### src/rtl/fitbit_pkg.sv
// Shared constants and helpers for the board's BCD/binary conversion paths.
// Holds FSM encodings and the BCD digit validity check.
package fitbit_pkg;

    localparam logic [1:0] IDLE  = 2'd0;
    localparam logic [1:0] SHIFT = 2'd1;

    localparam int         BCD_DIGIT_W   = 4;
    localparam logic [3:0] BCD_MAX_DIGIT = 4'd9;

    typedef enum logic [1:0] {
        ST_IDLE  = IDLE,
        ST_SHIFT = SHIFT
    } state_t;

    function automatic logic digit_invalid(input logic [BCD_DIGIT_W-1:0] d);
        return d > BCD_MAX_DIGIT;
    endfunction

endpackage

### src/rtl/bcd_digit_adj.sv
// Reverse double-dabble digit correction: a shifted digit of 8 or more gets 3 removed.
// Purely combinational, no latency, no flow control.
module bcd_digit_adj
    import fitbit_pkg::*;
(
    input  logic [BCD_DIGIT_W-1:0] digit_i,
    output logic [BCD_DIGIT_W-1:0] digit_o
);

    assign digit_o = (digit_i >= 4'd8) ? (digit_i - 4'd3) : digit_i;

endmodule

### src/rtl/bcd_to_bin_seq.sv
// Sequential BCD-to-binary converter (reverse double-dabble), one shift per clock.
// done follows the accepting edge by BIN_W clocks; start while busy is dropped.
module bcd_to_bin_seq
    import fitbit_pkg::*;
#(
    parameter int DIGITS = 2,
    parameter int BIN_W  = 7
) (
    input  logic                          clk,
    input  logic                          reset,
    input  logic                          start,
    input  logic [BCD_DIGIT_W*DIGITS-1:0] bcd,
    output logic                          busy,
    output logic                          done,
    output logic [BIN_W-1:0]              binary,
    output logic                          err,
    output logic                          ovf
);

    localparam int SW = BCD_DIGIT_W * DIGITS;
    localparam int CW = $clog2(BIN_W + 1);

    state_t          state_q, state_d;
    logic [SW-1:0]   sreg_q, sreg_d, sreg_sh, sreg_adj;
    logic [BIN_W-1:0] breg_q, breg_d, breg_sh;
    logic [BIN_W-1:0] binary_q, binary_d;
    logic [CW-1:0]   cnt_q, cnt_d;
    logic            busy_q, busy_d;
    logic            done_q, done_d;
    logic            err_q, err_d;
    logic            ovf_q, ovf_d;
    logic            bcd_bad;

    always_comb begin
        bcd_bad = 1'b0;
        for (int i = 0; i < DIGITS; i++) begin
            if (digit_invalid(bcd[i*BCD_DIGIT_W +: BCD_DIGIT_W])) begin
                bcd_bad = 1'b1;
            end
        end
    end

    // The BCD register drains into the binary register one bit per step.
    assign {sreg_sh, breg_sh} = {sreg_q, breg_q} >> 1;

    for (genvar g = 0; g < DIGITS; g++) begin : g_adj
        bcd_digit_adj u_adj (
            .digit_i (sreg_sh[g*BCD_DIGIT_W +: BCD_DIGIT_W]),
            .digit_o (sreg_adj[g*BCD_DIGIT_W +: BCD_DIGIT_W])
        );
    end

    always_comb begin
        state_d  = state_q;
        sreg_d   = sreg_q;
        breg_d   = breg_q;
        cnt_d    = cnt_q;
        binary_d = binary_q;
        err_d    = err_q;
        ovf_d    = ovf_q;
        done_d   = 1'b0;
        case (state_q)
            ST_IDLE: begin
                if (start) begin
                    if (bcd_bad) begin
                        done_d   = 1'b1;
                        err_d    = 1'b1;
                        ovf_d    = 1'b0;
                        binary_d = '0;
                    end else begin
                        sreg_d  = bcd;
                        breg_d  = '0;
                        cnt_d   = '0;
                        err_d   = 1'b0;
                        ovf_d   = 1'b0;
                        state_d = ST_SHIFT;
                    end
                end
            end
            ST_SHIFT: begin
                sreg_d = sreg_adj;
                breg_d = breg_sh;
                cnt_d  = cnt_q + CW'(1);
                if (cnt_q == CW'(BIN_W - 1)) begin
                    // Anything left in the BCD register is weight >= 2**BIN_W.
                    binary_d = breg_sh;
                    ovf_d    = |sreg_adj;
                    done_d   = 1'b1;
                    state_d  = ST_IDLE;
                end
            end
            default: state_d = ST_IDLE;
        endcase
        busy_d = (state_d == ST_SHIFT);
    end

    always_ff @(posedge clk or posedge reset) begin
        if (reset) begin
            state_q  <= ST_IDLE;
            sreg_q   <= '0;
            breg_q   <= '0;
            cnt_q    <= '0;
            binary_q <= '0;
            busy_q   <= 1'b0;
            done_q   <= 1'b0;
            err_q    <= 1'b0;
            ovf_q    <= 1'b0;
        end else begin
            state_q  <= state_d;
            sreg_q   <= sreg_d;
            breg_q   <= breg_d;
            cnt_q    <= cnt_d;
            binary_q <= binary_d;
            busy_q   <= busy_d;
            done_q   <= done_d;
            err_q    <= err_d;
            ovf_q    <= ovf_d;
        end
    end

    assign busy   = busy_q;
    assign done   = done_q;
    assign binary = binary_q;
    assign err    = err_q;
    assign ovf    = ovf_q;

endmodule

### config.mk
export PLATFORM = sky130hd
export DESIGN_NAME = bcd_to_bin_seq
export DESIGN_NICKNAME = d
export VERILOG_FILES = /design/src/rtl/fitbit_pkg.sv /design/src/rtl/bcd_digit_adj.sv /design/src/rtl/bcd_to_bin_seq.sv
export SDC_FILE = /design/constraint.sdc
export NUM_CORES = 1
export LEC_CHECK = 0
export BUFFER_PORTS_ARGS = -buffer_cell sky130_fd_sc_hd__buf_2
export CORE_MARGIN = 1
export CORE_UTILIZATION = 60
export DETAILED_ROUTE_END_ITERATION = 7
export PLACE_DENSITY = 0.84
export SLEW_MARGIN = 5
export SYNTH_ARGS = -nofsm -noshare
export SYNTH_HDL_FRONTEND = slang
export SYNTH_HIERARCHICAL = 1
export SYNTH_SLANG_ARGS = --single-unit
### constraint.sdc
create_clock -name clk -period 2.64 [get_ports clk]
set_input_delay 0.132 -clock clk [delete_from_list [all_inputs] [get_ports clk]]
set_output_delay 0.132 -clock clk [all_outputs]
set_load 0.02 [all_outputs]
Yosys cells after proc, flatten, opt, wreduce, memory -nomap -nowiden
Index checks and enable logic that the tools add are counted.
Word-level totals
  output and inout bits: 11
  register bits: 31
  input bits: 11
  logic and storage cells: 58
Cells by class
  add/subtract/negate cells: 3
  multiplexer cells: 28
  reduce and logical (&&, ||, !) cells: 7
  magnitude comparators: 4
  equality and inequality tests: 7
Operators by type and width (number)
  2-to-1 mux 7 bit: 5
  case mux 7 bit (2 select lines): 2
  2-to-1 mux 8 bit: 2
  case mux 8 bit (2 select lines): 1
  > comparator 4 bit (second input constant): 2
  2-to-1 mux 4 bit: 2
  inequality test 2 bit (second input constant): 4
  OR reduction 8 bit: 1
  2-to-1 mux 1 bit: 7
  2-to-1 mux 2 bit: 3
  2-to-1 mux 3 bit: 2
  case mux 3 bit (2 select lines): 1
  AND reduction 3 bit: 2
  equality test 2 x 1 -> 1 bit (second input constant): 2
  greater-or-equal comparator 3 x 4 -> 1 bit (second input constant): 1
  greater-or-equal comparator 4 bit (second input constant): 1
  case mux 1 bit (2 select lines): 2
  case mux 2 bit (2 select lines): 1
  AND reduction 4 bit: 1
  subtractor 3 x 2 -> 4 bit (second input constant): 1
  subtractor 4 x 2 -> 4 bit (second input constant): 1
  adder 3 x 1 -> 3 bit (second input constant): 1
  equality test 3 bit (second input constant): 1
  logical NOT 2 bit: 1
  2 further kinds: 2

Logic depth before layout (Yosys ltp)
  word-level depth: 7
  gate-level depth with buffers: 7
  gate-level depth less buffers: 7

Hierarchy
Netlist, hierarchy kept.
Modules (own cells, without submodules)
  bcd_to_bin_seq: instances 1, area an instance 1350.0 um2, seq. area each 750.7 um2, cells each 126
  bcd_digit_adj: instances 2, area an instance 76.3 um2, seq. area each 0.0 um2, cells each 11

Worst setup path after synthesis
No wires, ideal clock.
  kind: register -> register
  from: register sreg_q[1]
  to: register ovf_q (netlist: ovf)
  setup slack: 1.154 ns
  path buffers: 0
  stages on the path, launching flop included: 7
  data required time: 2.519 ns
  data arrival time: 1.365 ns
  library setup time: 0.121 ns
  clock period less this slack: 1.486 ns
  path through: dfrtp_1 ha_1 nand2b_1 xnor2_1 nor4_1 nand2_1 a22o_1
On the way
  cells in the longest elaborated chain, start to end: 5
  elaborated cells between the ends (all ways): 6
  those cells by class: 1 x add/sub; 1 x order compare; 3 x mux; 1 x reduce/logical
RTL lines
  from (decl): line bcd_to_bin_seq.sv:24  | logic [SW-1:0] sreg_q, sreg_d, sreg_sh, sreg_adj;
  from (signal assigned): line bcd_to_bin_seq.sv:110  | sreg_q <= sreg_d;
  subtractor 4 x 2 -> 4 bit or greater-or-equal comparator 4 bit (tied branches): line bcd_digit_adj.sv:10  | assign digit_o = (digit_i >= 4'd8) ? (digit_i - 4'd3) : digit_i;
  2-to-1 mux 4 bit *: line bcd_digit_adj.sv:10
  named net sreg_adj[2]: line bcd_to_bin_seq.sv:24
  OR reduction 8 bit *: line bcd_to_bin_seq.sv:87  | ovf_d = |sreg_adj;
  2-to-1 mux 1 bit *: line bcd_to_bin_seq.sv:84  | if (cnt_q == CW'(BIN_W - 1)) begin
  case mux 1 bit (2 select lines) *: line bcd_to_bin_seq.sv:62  | case (state_q)
  to (signal assigned): line bcd_to_bin_seq.sv:117  | ovf_q <= ovf_d;
  to (decl): line bcd_to_bin_seq.sv:31  | logic ovf_q, ovf_d;
The timed path passes the listed nets; every way through them passes the cells marked *. The select of a mux whose other input is x is not followed.
A chain may end at the register's enable or synchronous reset.

Worst setup path in the final report
  from: register state_q[1]
  to: register binary_q[3] (netlist: binary[3])
On the way
  cells in the longest elaborated chain, start to end: 3
  elaborated cells between the ends (all ways): 8
  those cells by class: 4 x eq/ne; 1 x mux; 3 x reduce/logical
RTL lines
  from (decl): line bcd_to_bin_seq.sv:23  | state_t state_q, state_d;
  from (signal assigned): line bcd_to_bin_seq.sv:109  | state_q <= state_d;
  equality test 2 x 1 -> 1 bit or logical NOT 2 bit (tied branches): line bcd_to_bin_seq.sv:62
  inequality test 2 bit (no source line) or nonzero test 2 bit (tied branches)
  AND reduction 4 bit (no source line)
  to (signal assigned): line bcd_to_bin_seq.sv:113  | binary_q <= binary_d;
  to (decl): line bcd_to_bin_seq.sv:26  | logic [BIN_W-1:0] binary_q, binary_d;
Parallel ways exist; a longest one is shown, timed or not.

==> impl_metrics.env <==
export IMPL_outcome="finished clean"
export IMPL_routabilityCongestion=0.8169
export IMPL_cts_buffers=5
export IMPL_pwr_share_seq=0.438
export IMPL_overflow=0
export IMPL_syn_avg_cell_area_sq_um=10.15
export IMPL_tightest_slew_ns=1.098
export IMPL_dpl_hpwl_microns=2011
export IMPL_cts_setup_buffers=0
export IMPL_ctsResizeCount=0
export IMPL_async_reset_ff_frac=1.000
export IMPL_path_class="reg2reg"
export IMPL_grt_max_degree=31
export IMPL_vias_per_cell=5.632
export IMPL_critPathRequiredTime_ns=2.93
export IMPL_coreArea_sq_um=2276
export IMPL_cts_tree="yes"
export IMPL_cts_root_buf="clkbuf_4"
export IMPL_hold_violations=0
export IMPL_drt_pre_antenna_iters=4
export IMPL_slew_headroom=0.2670
export IMPL_start_util=0.6603
export IMPL_syn_to_final_growth_pct=14.99
export IMPL_synth_area_top_cells="dfrtp_1 (50%), mux2i_1 (6.0%), ha_1 (5.0%)"
export IMPL_wl_per_cell_microns=13.97
export IMPL_path_clk_slew_ns=0.10
export IMPL_grt_pass1_wl_microns=4761
export IMPL_ctsHoldBuffers=0
export IMPL_stdcell_count=204
export IMPL_crit_path_start_kind="register"
export IMPL_nNetsFinal=192
export IMPL_synth_top_area_cell="dfrtp_1"
export IMPL_dp_cells=196
export IMPL_grt_util_all_layers=0.2587
export IMPL_placed_area_sq_um=1617
export IMPL_netlist_area_sq_um=1503
export IMPL_ys_ff_latch=30
export IMPL_clkSinkCount=30
export IMPL_grt_pass1_vias=1105
export IMPL_p_sw_frac=0.3110
export IMPL_multi_input_comb_area_sq_um=691.9
export IMPL_drive_gt1_frac=0.1989
export IMPL_yosysMostFrequentCell="dfrtp_1"
export IMPL_leakage_nw=0.9273
export IMPL_ant_nets=0
export IMPL_synth_cells=148
export IMPL_vias=1149
export IMPL_yosysWarnings=6
export IMPL_die_h_microns=52.05
export IMPL_drtIter0Drc=29
export IMPL_regArea_sq_um=750.7
export IMPL_synth_cell_types=30
export IMPL_vdd_ir_drop_max_mv=0.8574
export IMPL_min_period_ns=1.788
export IMPL_synth_edff_count=0
export IMPL_antenna_found_initial=0
export IMPL_synth_top_area_frac=0.4996
export IMPL_antennaDiodeCount=0
export IMPL_path_max_fanout=28
export IMPL_htree_levels=2
export IMPL_finClkSkew_ns=0.01444
export IMPL_min_period_over_period=0.6774
export IMPL_synth_flop_cell="dfrtp_1"
export IMPL_power_density_nw_per_um2=871.6
export IMPL_die_area_sq_um=2709
export IMPL_fin_tns_setup_ns=0
export IMPL_clockBufferDepth=2
export IMPL_total_power_mw=1.506
export IMPL_rows=17
export IMPL_ios=22
export IMPL_finish_utilization=0.7592
export IMPL_drt_drc_violations_left=0
export IMPL_internal_power_mw=1.038
export IMPL_setup_violations=0
export IMPL_ys_seq_area_frac=0.4996
export IMPL_fillers=142
export IMPL_arrival_ns=2.08
export IMPL_postLayoutCellArea_sq_um=1728
export IMPL_io_buffers=21
export IMPL_slew_violations=0
export IMPL_clock_latency_ns=0.34
export IMPL_cp_end_kind="register"
export IMPL_maxCapViolations=0
export IMPL_clock_fmax_ghz=0.5592
export IMPL_die_w_microns=52.05
export IMPL_rsz0062_at_grt="no"
export IMPL_hold_class="in2async"
export IMPL_wl_microns=2849
export IMPL_clockPowerShare=0.321
export IMPL_switchingPower_mw=0.4684
export IMPL_combPwrFrac=0.241
export IMPL_synth_commonest_cells="dfrtp_1 (30), nand2_1 (17), a21oi_1 (13), nand3_1 (10), nor2_1 (10)"
==> power groups by stage <==
stage               Clock (mW)  Combinational, mW  Sequential (mW)
CTS                      0.489              0.363            0.657
detailed placement           0              0.357            0.667
floorplan                    0              0.274            0.654
global route             0.507              0.419            0.674
finish                   0.483              0.364            0.660
global placement             0              0.343            0.659
==> cells in the final DEF (no fill, tap or decap), types with 2 or more instances in the layout <==
master,synthesis,routed
dfrtp_1,30,30
buf_2,3,21
nand2_1,17,17
a21oi_1,13,13
nor2_1,10,10
nand3_1,10,10
mux2i_1,9,9
inv_1,7,7
a22o_1,6,6
ha_1,6,6
conb_1,1,6
nand2b_1,5,5
clkbuf_4,0,5
o21ai_0,4,4
nor2b_1,3,3
o21ai_2,2,2
a21o_1,2,2
nand4b_1,2,2
nor4_1,2,2
bufinv_16,0,2
xor2_1,2,2
xnor2_1,2,2
==> logic make-up after synthesis <==
family,synth area share
and+or+nand+nor,0.1707
AOI/OAI and AO/OA,0.1416
DFF,0.4996
buffers and inverters,0.05245
muxes,0.05995
adders and majority gates,0.04996
xor gates and xnor gates,0.02332
other,0.002496
==> registers in the layout (all words and copies together) (netlist names), 2 cells and up <==
| register | cells |
|---|---|
| binary | 7 |
| breg_q | 6 |
| cnt_q | 3 |
| sreg_q | 8 |
| state_q | 2 |
==> stage by stage <==
step | setup slack [ns] | hold WS (ns)
2_1_floorplan | 1.154 | 0.2228
3_3_place_gp | 1.003 | 0.4364
6_report | 0.8518 | 0.05146
3_5_place_dp | 0.8898 | 0.4402
4_1_cts | 0.8608 | 0.08776
5_1_grt | 0.6930 | 0.09962
==> layout make-up <==
type,instances,share of cell area
Clock inverter,2,0.03476
Sequential cell,30,0.4345
Tap cell,28,0.02028
Clock buffer,6,0.02969
Timing Repair Buffer,22,0.06517
Inverter,7,0.01521
Multi-Input combinational cell,109,0.4004
==> worst max-delay path, cell delays in order, from the launching register on <==
cell and delay (ns):
dfrtp_1 0.46, nand2b_1 0.62, nor2_2 0.47, a22o_1 0.19
==> per-layer routing <==
metal / vias up / GRT usage / wire length, microns
met5: - / 0 / 0
met4: 0 / 0.1216 / 65
met3: 8 / 0.1111 / 162
met2: 35 / 0.3932 / 1341
met1: 549 / 0.3146 / 1279
li1: 557 / - / -
==> final timing paths <==
check	to	start	cells after the start	slack, ns
min	binary[1]	reset	2	0.05
max reg2reg	binary[3]	state_q[1]	3	0.85
max in group asynchronous	cnt_q[1]	reset	2	1.92
min in group clk	sreg_q[4]	bcd[4]	3	0.09
min reg2reg	binary[6]	binary[6]	1	0.50
max	binary[3]	state_q[1]	3	0.85
Power figures use the tool's default switching activity.
